## src/rtl/uart_pkg.sv

```systemverilog
// Shared UART definitions, used by the receiver and intended for the future
// transmitter.
//   uart_state_t : receiver FSM state encoding
//   mid_point()  : mid-bit clock count for a given CYCLES_PER_BIT
//   maj3()       : 3-input majority
package uart_pkg;

  typedef enum logic [2:0] {
    ST_IDLE,
    ST_START,
    ST_DATA,
    ST_PARITY,
    ST_STOP,
    ST_DONE
  } uart_state_t;

  function automatic int unsigned mid_point(input int unsigned cycles_per_bit);
    return cycles_per_bit / 2;
  endfunction

  function automatic logic maj3(input logic a, input logic b, input logic c);
    return (a & b) | (a & c) | (b & c);
  endfunction

endpackage

```

## src/rtl/uart_rx_sync_vote.sv

```systemverilog
// Input conditioning for the UART receiver: a 2-FF synchroniser on the
// asynchronous serial line, followed by a two-deep history of the synced
// value so that a 3-sample majority is available every cycle.
// Ports:
//   i_Clk  : system clock
//   i_Rst  : asynchronous active-low reset
//   i_Rx   : raw serial line (asynchronous, idle high)
//   o_Rx   : synchronised line (2 cycles of latency)
//   o_Vote : majority of o_Rx over the current and previous two cycles
module uart_rx_sync_vote
  import uart_pkg::*;
(
  input  logic i_Clk,
  input  logic i_Rst,
  input  logic i_Rx,
  output logic o_Rx,
  output logic o_Vote
);

  logic r_sync1;
  logic r_sync2;
  logic r_hist1;
  logic r_hist2;

  always_ff @(posedge i_Clk or negedge i_Rst) begin
    if (!i_Rst) begin
      r_sync1 <= 1'b0;
      r_sync2 <= 1'b0;
      r_hist1 <= 1'b0;
      r_hist2 <= 1'b0;
    end else begin
      r_sync1 <= i_Rx;
      r_sync2 <= r_sync1;
      r_hist1 <= r_sync2;
      r_hist2 <= r_hist1;
    end
  end

  assign o_Rx = r_sync2;
  // Read when the bit counter sits at MID+1: covers the synced samples
  // taken at counts MID-1, MID and MID+1.
  assign o_Vote = maj3(r_sync2, r_hist1, r_hist2);

endmodule

```

## src/rtl/uart_rx_param.sv

```systemverilog
// Parametrised UART receiver feeding the AES byte assembler.
// Frame: start, DATA_BITS data (LSB first), optional parity, STOP_BITS stops.
// Optional feature macro: UART_RX_PARITY_EN (adds the parity bit/state).
// Ports:
//   i_Clk        : system clock
//   i_Rst        : asynchronous active-low reset
//   i_Rx         : serial line, asynchronous, idle high
//   o_Data       : last received word, held until the next o_fDone
//   o_fDone      : one-cycle pulse when a frame completes
//   o_fFrameErr  : with o_fDone, a stop bit was sampled low
//   o_fParityErr : with o_fDone, parity mismatch (0 without the macro)
//   o_fBusy      : high whenever the FSM is not idle
module uart_rx_param
  import uart_pkg::*;
#(
  parameter int CYCLES_PER_BIT = 434,
  parameter int DATA_BITS      = 8,
  parameter int STOP_BITS      = 1,
  parameter int PARITY_ODD     = 0
) (
  input  logic                 i_Clk,
  input  logic                 i_Rst,
  input  logic                 i_Rx,
  output logic [DATA_BITS-1:0] o_Data,
  output logic                 o_fDone,
  output logic                 o_fFrameErr,
  output logic                 o_fParityErr,
  output logic                 o_fBusy
);

  localparam int unsigned CW = $clog2(CYCLES_PER_BIT);
  localparam int unsigned BW = $clog2(DATA_BITS);
  localparam logic [CW-1:0] LP_LAST     = CW'(CYCLES_PER_BIT - 1);
  localparam logic [CW-1:0] LP_SAMPLE   = CW'(mid_point(CYCLES_PER_BIT) + 1);
  localparam logic [BW-1:0] LP_LAST_BIT = BW'(DATA_BITS - 1);
  localparam logic          LP_LAST_STOP = 1'(STOP_BITS - 1);

  logic                 w_rx;
  logic                 w_vote;
  logic                 w_wrap;
  logic                 w_sample;

  uart_state_t          r_state;
  logic [CW-1:0]        r_cnt;
  logic [BW-1:0]        r_bitcnt;
  logic [DATA_BITS-1:0] r_shift;
  logic                 r_stopcnt;
  logic                 r_armed;
  logic                 r_ferr;
`ifdef UART_RX_PARITY_EN
  logic                 r_perr;
`endif

  uart_rx_sync_vote u_sync_vote (
    .i_Clk  (i_Clk),
    .i_Rst  (i_Rst),
    .i_Rx   (i_Rx),
    .o_Rx   (w_rx),
    .o_Vote (w_vote)
  );

  assign w_wrap   = (r_cnt == LP_LAST);
  assign w_sample = (r_cnt == LP_SAMPLE);
  assign o_fBusy  = (r_state != ST_IDLE);

`ifndef UART_RX_PARITY_EN
  assign o_fParityErr = 1'b0;
`endif

  always_ff @(posedge i_Clk or negedge i_Rst) begin
    if (!i_Rst) begin
      r_state     <= ST_IDLE;
      r_cnt       <= '0;
      r_bitcnt    <= '0;
      r_shift     <= '0;
      r_stopcnt   <= 1'b0;
      r_armed     <= 1'b0;
      r_ferr      <= 1'b0;
      o_Data      <= '0;
      o_fDone     <= 1'b0;
      o_fFrameErr <= 1'b0;
`ifdef UART_RX_PARITY_EN
      r_perr       <= 1'b0;
      o_fParityErr <= 1'b0;
`endif
    end else begin
      o_fDone     <= 1'b0;
      o_fFrameErr <= 1'b0;
`ifdef UART_RX_PARITY_EN
      o_fParityErr <= 1'b0;
`endif
      // Counter is parked at 0 while idle so START begins at count 0.
      if (r_state == ST_IDLE || w_wrap) r_cnt <= '0;
      else                              r_cnt <= r_cnt + 1'b1;

      case (r_state)
        ST_IDLE: begin
          if (w_rx)         r_armed <= 1'b1;
          else if (r_armed) r_state <= ST_START;
        end
        ST_START: begin
          if (w_sample && w_vote) begin
            r_state <= ST_IDLE;
          end else if (w_wrap) begin
            r_state  <= ST_DATA;
            r_bitcnt <= '0;
          end
        end
        ST_DATA: begin
          if (w_sample) r_shift <= {w_vote, r_shift[DATA_BITS-1:1]};
          if (w_wrap) begin
            r_bitcnt <= r_bitcnt + 1'b1;
            if (r_bitcnt == LP_LAST_BIT) begin
`ifdef UART_RX_PARITY_EN
              r_state <= ST_PARITY;
`else
              r_state   <= ST_STOP;
              r_stopcnt <= 1'b0;
`endif
            end
          end
        end
`ifdef UART_RX_PARITY_EN
        ST_PARITY: begin
          if (w_sample) r_perr <= w_vote ^ (^r_shift) ^ 1'(PARITY_ODD);
          if (w_wrap) begin
            r_state   <= ST_STOP;
            r_stopcnt <= 1'b0;
          end
        end
`endif
        ST_STOP: begin
          // The last stop bit leaves right after its sample instead of at
          // the wrap, so the next start edge is never missed.
          if (w_sample) begin
            if (!w_vote) r_ferr <= 1'b1;
            if (r_stopcnt == LP_LAST_STOP) r_state   <= ST_DONE;
            else                           r_stopcnt <= 1'b1;
          end
        end
        ST_DONE: begin
          o_Data      <= r_shift;
          o_fDone     <= 1'b1;
          o_fFrameErr <= r_ferr;
          // A framing error (e.g. a break) must see the line high again
          // before another start edge is accepted.
          r_armed     <= ~r_ferr;
          r_ferr      <= 1'b0;
`ifdef UART_RX_PARITY_EN
          o_fParityErr <= r_perr;
          r_perr       <= 1'b0;
`endif
          r_state     <= ST_IDLE;
        end
        default: r_state <= ST_IDLE;
      endcase
    end
  end

endmodule
```

## config.mk

```make
export PLATFORM = sky130hd
export DESIGN_NAME = uart_rx_param
export DESIGN_NICKNAME = d
export VERILOG_FILES = /design/src/rtl/uart_pkg.sv /design/src/rtl/uart_rx_sync_vote.sv /design/src/rtl/uart_rx_param.sv
export SDC_FILE = /design/constraint.sdc
export NUM_CORES = 1
export LEC_CHECK = 0
export ABC_AREA = 1
export CORE_ASPECT_RATIO = 1.25
export CORE_UTILIZATION = 55
export CTS_BUF_LIST = sky130_fd_sc_hd__clkbuf_4 sky130_fd_sc_hd__clkbuf_8
export DETAILED_ROUTE_END_ITERATION = 10
export PLACE_DENSITY = 0.73
export SETUP_SLACK_MARGIN = 0.2
export SYNTH_ARGS = -nofsm -noshare
export SYNTH_HDL_FRONTEND = slang
export SYNTH_SLANG_ARGS = --single-unit
```

## constraint.sdc

```tcl
create_clock -name i_Clk -period 1.6 [get_ports i_Clk]
set_input_delay 0.32 -clock i_Clk [delete_from_list [all_inputs] [get_ports i_Clk]]
set_output_delay 0.32 -clock i_Clk [all_outputs]
set_load 0.02 [all_outputs]
```

==> results by group, run 1 <==
Detailed routing
  • DRC marker count from the first detailed-route iteration: between 40 and 50
  • Via/cell ratio: between 5 and 6
  • DRT Pass-1 Iters: 4
  • Final WL: around 3600 um
  • DR WL/cell: ~13 um
  • Routed vias: roughly 1400
  • Routed Antenna Nets: 0
  • DRC viols: 0

Critical path
  • CP arrival: approximately 1.2 ns
  • Crit path cell chain: nor2_2, inv_2, nor2_4, inv_2, buf_6
  • CP endpoint kind: output pin
  • Slowest cell on crit path: dfrtp_1
  • Setup crit start kind: register
  • Crit-path max FO: 2
  • Crit path buffers/inverters: 3
  • CP max stage delay: 0.40 ns
  • Critical path type: register to output pin
  • Top cell family by delay on the critical path: flip-flops
  • Worst path required time: around 1.3 ns
  • Most common cell on crit path: inv_2

Global route
  • Initial antenna violation count: 0
  • Vias in the first global route: 1375
  • Total track usage: 0.232
  • Total global routing overflow: 0
  • First-pass GRT wire length: 5870 um
  • Pin count of the biggest net entering global routing: 30

STA
  • Final Max Slew Viols: 0
  • Max Fclk: roughly 660 MHz
  • Min Tclk post-route: approximately 1.5 ns
  • Setup tns final: 0 ns
  • Slew headroom: 0.583
  • Final setup fails: 0
  • RSZ-0062 raised after global routing: yes
  • Worst-Margin Slew: between 0.6 and 0.7 ns
  • Final Hold Violating Endpoints: 0
  • Skew final: 0.00742 ns
  • Final Cycle Share: 0.946

Pwr
  • Sw Ratio: 0.325
  • Sequential power share: 0.363
  • PD cells: between 1000 and 1500 mW/mm2
  • P_leak: between 1 and 1.5 nW
  • Tot Pwr: between 3 and 4 mW
  • Clock power share: 0.304
  • Sw power: ~1.0 mW
  • Logic pwr share: 0.332
  • VDD IR max: around 1.4 mV
  • Int Power: around 2.2 mW

Run status
  • Status: completed

Synthesis
  • Ys Warns: 0
  • Leading area contributor after synthesis: dfrtp_1
  • Ys async rst share: 1.00
  • #FFs+latches synth: 39
  • Gate Count Post-Synth: 200
  • Top post-synthesis cells by count: 46 x nand2_1, 39 x dfrtp_1, 28 x inv_1
  • Syn Area/Cell: between 9 and 10 um2
  • Post-synth top area share: 0.527
  • Sequential area share after synthesis: 0.527
  • Most frequent cell after synthesis: nand2_1
  • Mapped cell area: approximately 0.0019 mm2
  • EDFF count, synth: 0
  • Netlist cell types: 29
  • Ys flop type: dfrtp_1
  • Synthesized net count: around 210
  • Ranking of synthesized cells by area: dfrtp_1 53%, nand2_1 9.3%, inv_1 5.7%

Die
  • Rows: 23
  • Initial Utilization: 0.575
  • Core ar.: about 0.0032 mm2
  • Die X: between 50 and 60 um
  • Die span in y: 66.9 um
  • Die footprint: 0.00360 mm2
  • # IOs: 15

Clocking
  • Clock Path Buffers: 2
  • Clk_lat worst skew: roughly 0.30 ns
  • # hold bufs at CTS: 0
  • CTS root buffer: clkbuf_8
  • CTS buffer count: 5
  • Clk sink count: 39
  • Clock transition at the registers of the reported paths: about 0.07 ns
  • H-tree Lvls: 2
  • TritonCTS clock tree: yes

Cells and area
  • P&R area growth vs syn: 24.5%
  • Fin area: 0.00231 mm2
  • Final #Nets: between 200 and 250
  • Final cell count without fillers: about 270
  • Utilization after layout: 0.715
  • Ratio of cells with drive above 1 in the final layout: 0.280
  • Antenna diode count: 0

Min path
  • Worst Hold Class: input pin to asynchronous set/reset pin

Place
  • Placed cells: 254
  • Final Wtd Congestion: roughly 0.88
  • IO Port Bufs: 13
  • Dpl cell area: between 0.002 and 0.0025 mm2
  • HPWL after DPL: around 2300 um

Job
  • Max-Cap Viols: 0
[metal layers]
| layer | GRT usage | wire length, um | vias to the layer above |
|---|---|---|---|
| met1 | 0.261 | 1460 | 689 |
| met3 | 0.0708 | 180 | 8 |
| li1 | - | - | 689 |
| met4 | 0.0987 | 60 | 0 |
| met2 | 0.392 | 1890 | 40 |
| met5 | 0 | 0 | - |
[state kept, by name (all words and copies together), names as in the netlist, 3 cells and up]
register	cells
r_bitcnt	3
r_shift	8
o_Data	8
r_state	3
r_cnt	9
[power groups by stage]
stage	sequential, mW	clock [mW]	combinational [mW]
global route	1.18	1.05	1.17
global placement	1.17	0	0.787
finish	1.17	0.981	1.07
CTS	1.17	1.00	0.863
floorplan	1.18	0	0.521
detailed placement	1.18	0	0.806
[kinds of logic (layout without fill, tap and decap cells)]
group,count (synthesis),count (layout),share of synthesized area
other,1,1,0.00203
AO/OA/AOI/OAI,25,25,0.0946
adder cells (fa/ha/maj),5,5,0.0338
flip-flops,39,39,0.527
AND/OR/NAND/NOR,95,96,0.253
XOR/XNOR,2,2,0.00946
buffers and inverters,33,64,0.0804
[cells in the final DEF (no fill, tap or decap), types with 5 or more instances in the layout]
master / n
a21oi_1: 5
buf_4: 12
clkbuf_8: 5
dfrtp_1: 39
dlygate4sd2_1: 10
ha_1: 5
inv_1: 26
nand2_1: 43
nand2_2: 8
nand3_1: 6
nor2_1: 10
o21ai_1: 7
o21ai_2: 10
[timing repair]
action / in CTS / in global routing
endpoints found under the setup margin: 25 / 26
pin swaps: 4 / 6
hold endpoints to repair: 0 / 0
gates resized for setup: 21 / 16
cloned: 1 / 0
setup buffers: 2 / 4
[worst paths after layout]
path / startpoint / to / slack, ns / cells past startpoint
worst max-delay path: r_state[0]$_DFFE_PN0P_ / o_fBusy / 0.09 / 5
worst max register to register: r_cnt[1]$_DFF_PN0_ / r_state[1]$_DFFE_PN0P_ / 0.10 / 9
max in group asynchronous: i_Rst / r_cnt[0]$_DFF_PN0_ / 1.03 / 2
min in group i_Clk: u_sync_vote.r_sync1$_DFF_PN0_ / u_sync_vote.o_Rx$_DFF_PN0_ / 0.35 / 0
worst min-delay path: i_Rst / o_Data[0]$_DFFE_PN0P_ / 0.04 / 1
worst min register to register: u_sync_vote.r_sync1$_DFF_PN0_ / u_sync_vote.o_Rx$_DFF_PN0_ / 0.35 / 0
[per-stage QoR]
step           hold WS (ns)  setup WS (ns)
2_1_floorplan        0.0244          0.269
3_3_place_gp          0.332       -0.00281
3_5_place_dp          0.340        -0.0283
4_1_cts              0.0497         0.0287
5_1_grt              0.0780      -0.000684
6_report             0.0376         0.0864
[cell type report]
cell class	count	area (um2)
well taps	37	46.3
clock inverters	2	60.1
fillers	238	917
flip-flops and latches	39	976
repair buffers	26	215
multi-input cells	129	815
clock buffers	6	76.3
inverters	30	118
No activity file was read; power rests on OpenSTA's default activity.
==> inputs of run 2 (changes only) <==
- CTS_BUF_LIST: sky130_fd_sc_hd__clkbuf_4 sky130_fd_sc_hd__clkbuf_8 -> unset
==> run 2 against run 1 <==
Against the previous run: combinational power hardly changed; core utilization down 0.12 points; global-route usage hardly changed; total power is 0.53% lower; die area unchanged; via count is 0.70% higher; worst hold slack worse by 0.00069 ns; clock power fell by 2%; clock skew down 0.00053 ns; sequential power barely moved; cell area is 0.16% lower; critical path depth is the same; critical path type unchanged; critical endpoint unchanged.
==> results by group, run 2 (same netlist as run 1, synthesis figures left out) <==
Run status
  • Status: completed (unchanged)

Place
  • Place WS: -0.0283 ns (unchanged)
  • HPWL after DPL: 2310 um (unchanged)
  • IO Port Bufs: 13 (unchanged)
  • Final Wtd Congestion: 0.881 (unchanged)

Die
  • Die footprint: 0.00360 mm2 (unchanged)
  • # IOs: 15 (unchanged)
  • Initial Utilization: 0.575 (unchanged)
  • Die span in y: 66.9 um (unchanged)
  • Die X: 53.9 um (unchanged)
  • Core ar.: 0.00322 mm2 (unchanged)
  • Rows: 23 (unchanged)

Clocking
  • Clk_lat worst skew: 0.30 ns (about the same)
  • TritonCTS clock tree: yes (unchanged)
  • Clock Path Buffers: 2 (unchanged)
  • H-tree Lvls: 2 (unchanged)
  • Clk sink count: 39 (unchanged)
  • Clock transition at the registers of the reported paths: 0.07 ns (about the same)
  • # hold bufs at CTS: 0 (unchanged)
  • CTS root buffer: clkbuf_8 (unchanged)
  • CTS buffer count: 5 (unchanged)

Cells and area
  • Commonest non-fill, non-tap cell in the layout: nand2_1 (unchanged)
  • Flip-flop count of the largest register after layout: 9 (unchanged)
  • Antenna diode count: 0 (unchanged)
  • Layout fillers: 237 (was 238)
  • Final #Nets: 239 (unchanged)
  • Ratio of cells with drive above 1 in the final layout: 0.276 (was 0.280)
  • Regs by FF count: r_cnt x9, o_Data x8, r_shift x8 (unchanged)
  • P&R area growth vs syn: 24.3% (was 24.5%)
  • Most frequent cells in the layout: 43 x nand2_1, 39 x dfrtp_1, 26 x inv_1, 12 x buf_4 (unchanged)
  • Top reg by flops: r_cnt (unchanged)

STA
  • Slew headroom: 0.584 (was 0.583)
  • Min Tclk post-route: 1.51 ns (about the same)
  • Setup ws final: 0.0860 ns (was 0.0864 ns)
  • Worst-Margin Slew: 0.623 ns (was 0.625 ns)
  • Setup tns final: 0 ns (unchanged)
  • Final Max Slew Viols: 0 (unchanged)
  • RSZ-0062 raised after global routing: yes (unchanged)
  • Final Hold Violating Endpoints: 0 (unchanged)
  • Final setup fails: 0 (unchanged)
  • Final Cycle Share: 0.946 (about the same)
  • Skew final: 0.00690 ns (was 0.00742 ns)
  • Max Fclk: 660 MHz (was 661 MHz)

Critical path
  • FF-to-FF path depth: 9 (unchanged)
  • CP endpoint kind: output pin (unchanged)
  • Most common cell on crit path: inv_2 (unchanged)
  • CP arrival: 1.19 ns (about the same)
  • Crit-path max FO: 2 (unchanged)
  • Worst path required time: 1.28 ns (about the same)
  • Crit path cell chain: nor2_2, inv_2, nor2_4, inv_2, buf_6 (unchanged)
  • Top cell family by delay on the critical path: flip-flops (unchanged)
  • Reg-to-reg critical path startpoint: r_cnt[1]$_DFF_PN0_ (unchanged)
  • Slowest cell on crit path: dfrtp_1 (unchanged)
  • FF-to-FF End: r_state[1]$_DFFE_PN0P_ (unchanged)
  • Crit path buffers/inverters: 3 (unchanged)
  • CP max stage delay: 0.40 ns (about the same)
  • Critical path type: register to output pin (unchanged)
  • R2r setup slk: 0.11 ns (was 0.10 ns)
  • Setup crit start kind: register (unchanged)

Pwr
  • VDD IR max: 1.38 mV (about the same)
  • PD cells: 1390 mW/mm2 (was 1400 mW/mm2)
  • P_leak: 1.19 nW (about the same)
  • Tot Pwr: 3.21 mW (was 3.22 mW)

Global route
  • Pin count of the biggest net entering global routing: 30 (unchanged)
  • Total global routing overflow: 0 (unchanged)
  • Vias in the first global route: 1369 (was 1375)
  • Total track usage: 0.231 (was 0.232)
  • First-pass GRT wire length: 5850 um (was 5870 um)
  • Initial antenna violation count: 0 (unchanged)

Min path
  • Worst Hold Class: input pin to asynchronous set/reset pin (unchanged)

Detailed routing
  • DRC marker count from the first detailed-route iteration: 58 (was 45)
  • DRC viols: 0 (unchanged)
  • Via/cell ratio: 5.34 (was 5.30)
  • Final WL: 3600 um (was 3590 um)
  • DRT Pass-1 Iters: 4 (unchanged)
  • Routed vias: 1436 (was 1426)
  • DR WL/cell: 13.4 um (about the same)
  • Routed Antenna Nets: 0 (unchanged)

Job
  • Max-Cap Viols: 0 (unchanged)
==> run 2: worst max path at each step <==
stage	from	endpoint	slack, ns	cells after the start
final	r_state[0]$_DFFE_PN0P_	o_fBusy	0.09	5
after global routing	r_cnt[1]$_DFF_PN0_	r_state[1]$_DFFE_PN0P_	-0.0007	9
after CTS	r_state[1]$_DFFE_PN0P_	o_fBusy	0.03	5
after detailed placement	r_state[1]$_DFFE_PN0P_	o_fBusy	-0.03	5
after global placement	r_state[1]$_DFFE_PN0P_	o_fBusy	-0.003	5
after floorplan	r_cnt[0]$_DFF_PN0_	r_state[1]$_DFFE_PN0P_	0.27	9
==> run 2: repair_timing <==
item	CTS	global route
setup buffers	2	4
gates cloned	1	0
endpoints found under the setup margin	25	26
pin swaps	4	6
resized for setup	21	16
==> run 2: layer usage <==
| metal | GRT usage | routed length (um) | up-vias | share of wire |
|---|---|---|---|---|
| met5 | 0 | 0 | - | 0 |
| met4 | 0.0987 | 87 | 0 | 0.024 |
| met3 | 0.0708 | 165 | 12 | 0.046 |
| met2 | 0.390 | 1870 | 41 | 0.52 |
| met1 | 0.261 | 1480 | 691 | 0.41 |
| li1 | - | - | 692 | - |
==> run 2: stage by stage <==
step,utilization,instance area [um2],hold slack [ns],cells
floorplan,-,1850,0.0244,200
global placement,0.634,2040,0.332,254
detailed placement,0.634,2040,0.340,254
CTS,0.685,2210,0.0495,265
global route,0.714,2300,0.0781,269
finish,0.714,2300,0.0369,269
==> run 2: cell type report <==
cell class              instances  area, um2  area share
clock inverters                 2       60.1      0.0261
well taps                      37       46.3      0.0201
multi-input cells             129        815       0.354
inverters                      30        118      0.0511
repair buffers                 26        215      0.0935
clock buffers                   6       72.6      0.0315
flip-flops and latches         39        976       0.424
==> run 2: where the power goes <==
group | switching, mW | internal (mW)
Clock | 0.341 | 0.623
Sequential | 0.0875 | 1.09
Combinational | 0.619 | 0.452
==> RTL edit (settings of run 1) <==
Change the parameter `DATA_BITS` from 8 to 16.
--- a/src/rtl/uart_rx_param.sv
+++ b/src/rtl/uart_rx_param.sv
@@ -16,3 +16,3 @@
   parameter int CYCLES_PER_BIT = 434,
-  parameter int DATA_BITS      = 8,
+  parameter int DATA_BITS      = 16,
   parameter int STOP_BITS      = 1,
Interface: changed (resized o_Data); port bits go from 15 to 23. The function was not compared with the original's and may differ.
==> RTL edit against run 1 <==
- the run now ends with hold timing left
- synthesized area increased by 35%
- sequential share of layout area grew 3.9 points
- routed wire length up 20%
- worst setup slack better by 0.094 ns
- total power shrank 1.9%
- design area rose by 32%
- sequential cell count is 17 higher
- combinational power down 51%
- critical endpoint unchanged
==> RTL edit: results (changes against run 1) <==
* Status: finished with violations (was finished, final reports clean)
* Failing checks: hold timing
* P_leak at 1.49 nW (was 1.19 nW)
* Switching power at 0.000822 W (was 0.00105 W)
* Post-synth top cells: nand2_1, dfrtp_1, inv_1 (unchanged)
* Met1 GRT Util at 26.2% (was 26.1%)
* Dpl hpwl at 2870 µm (was 2310 µm)
* Worst-path clk slew at 0.10 ns (was 0.07 ns)
* Initial DRC count at 100 (was 45)
* CP Data Arrival Time at 1.10 ns (was 1.19 ns)
* Synthesized Nets at 290 (was 208)
* Worst stage delay on the critical path at 0.43 ns (was 0.40 ns)
* CP max FO at 3 (was 2)
* WL per Instance at 11.5 µm (was 13.4 µm)
* Hold slack at -0.0210 ns (was 0.0376 ns)
* Largest regs: o_Data: 16 flops, r_shift: 16 flops, r_cnt: 9 flops (was r_cnt: 9 flops, o_Data: 8 flops, r_shift: 8 flops)
* Vias per cell at 4.98 (was 5.30)
* Max VDD drop at 0.837 mV (was 1.38 mV)
* Share of layout cells above drive strength 1 at 19.9% (was 28.0%)
* Vias in the first global route at 1824 (was 1375)
* Placed Cells incl. Taps at 363 (was 254)
* GR Util met3 at 3.24% (was 7.08%)
* DRT met1 WL at 2010 µm (was 1460 µm)
* Tcrit/Tclk final at 88.7% (was 94.6%)
* Unique masters post-synth at 27 (was 29)
* RD Place Congestion at 0.908 (was 0.881)
* Fill count at 344 (was 238)
* Worst reg-to-reg path cell count at 10 (was 9)
* Placed Area at 2820 µm² (was 2040 µm²)
* Met2 usage at 34.8% (was 39.2%)
* Cells after Synth at 283 (was 200)
* Post-synthesis sequential area ratio at 55.9% (was 52.7%)
* Pint at 0.00234 W (was 0.00218 W)
* Final Hold Fails at 8 (was 0)
* Clock power share at 33.1% (was 30.4%)
* Overall Global Routing Usage at 20.5% (was 23.2%)
* Nets at 324 (was 239)
* FF-to-FF setup slack at 0.23 ns (was 0.10 ns)
* Largest net degree at the start of global routing at 57 (was 30)
* Port-buffer cells at 21 (was 13)
* Routed wl met2 at 2140 µm (was 1890 µm)
* Met3 routed WL at 108 µm (was 180 µm)
* Post-Route Skew at 0.00759 ns (was 0.00742 ns)
* Area contributors post-synth: dfrtp_1, nand2_1, inv_1, o21ai_2, o21ai_0 (was dfrtp_1, nand2_1, inv_1, o21ai_2, ha_1)
-- RTL edit: logic make-up (layout without fill, tap and decap cells) --
logic type	count (synthesis)	after routing	synth area share, %
and+or+nand+nor	132	133	22.4
DFF	56	56	55.9
buffers and inverters	48	81	8.33
AOI/OAI and AO/OA	40	40	10.5
adders and majority gates	4	4	2.00
xor gates and xnor gates	2	2	0.698
other	1	1	0.149
-- RTL edit: repair_timing --
item	in CTS	in global routing
setup buffers	3	1
setup endpoints to repair	43	29
gates cloned	1	0
pin swaps	1	8
gates resized for setup	27	18
-- RTL edit: area by class of cell --
class | instances | area [µm²] | area share [%]
clock buffers | 5 | 68.8 | 2.27
multi-input cells | 180 | 975 | 32.1
clock inverters | 2 | 60.1 | 1.98
repair buffers | 33 | 297 | 9.77
well taps | 58 | 72.6 | 2.39
flip-flops and latches | 56 | 1400 | 46.2
inverters | 41 | 160 | 5.27
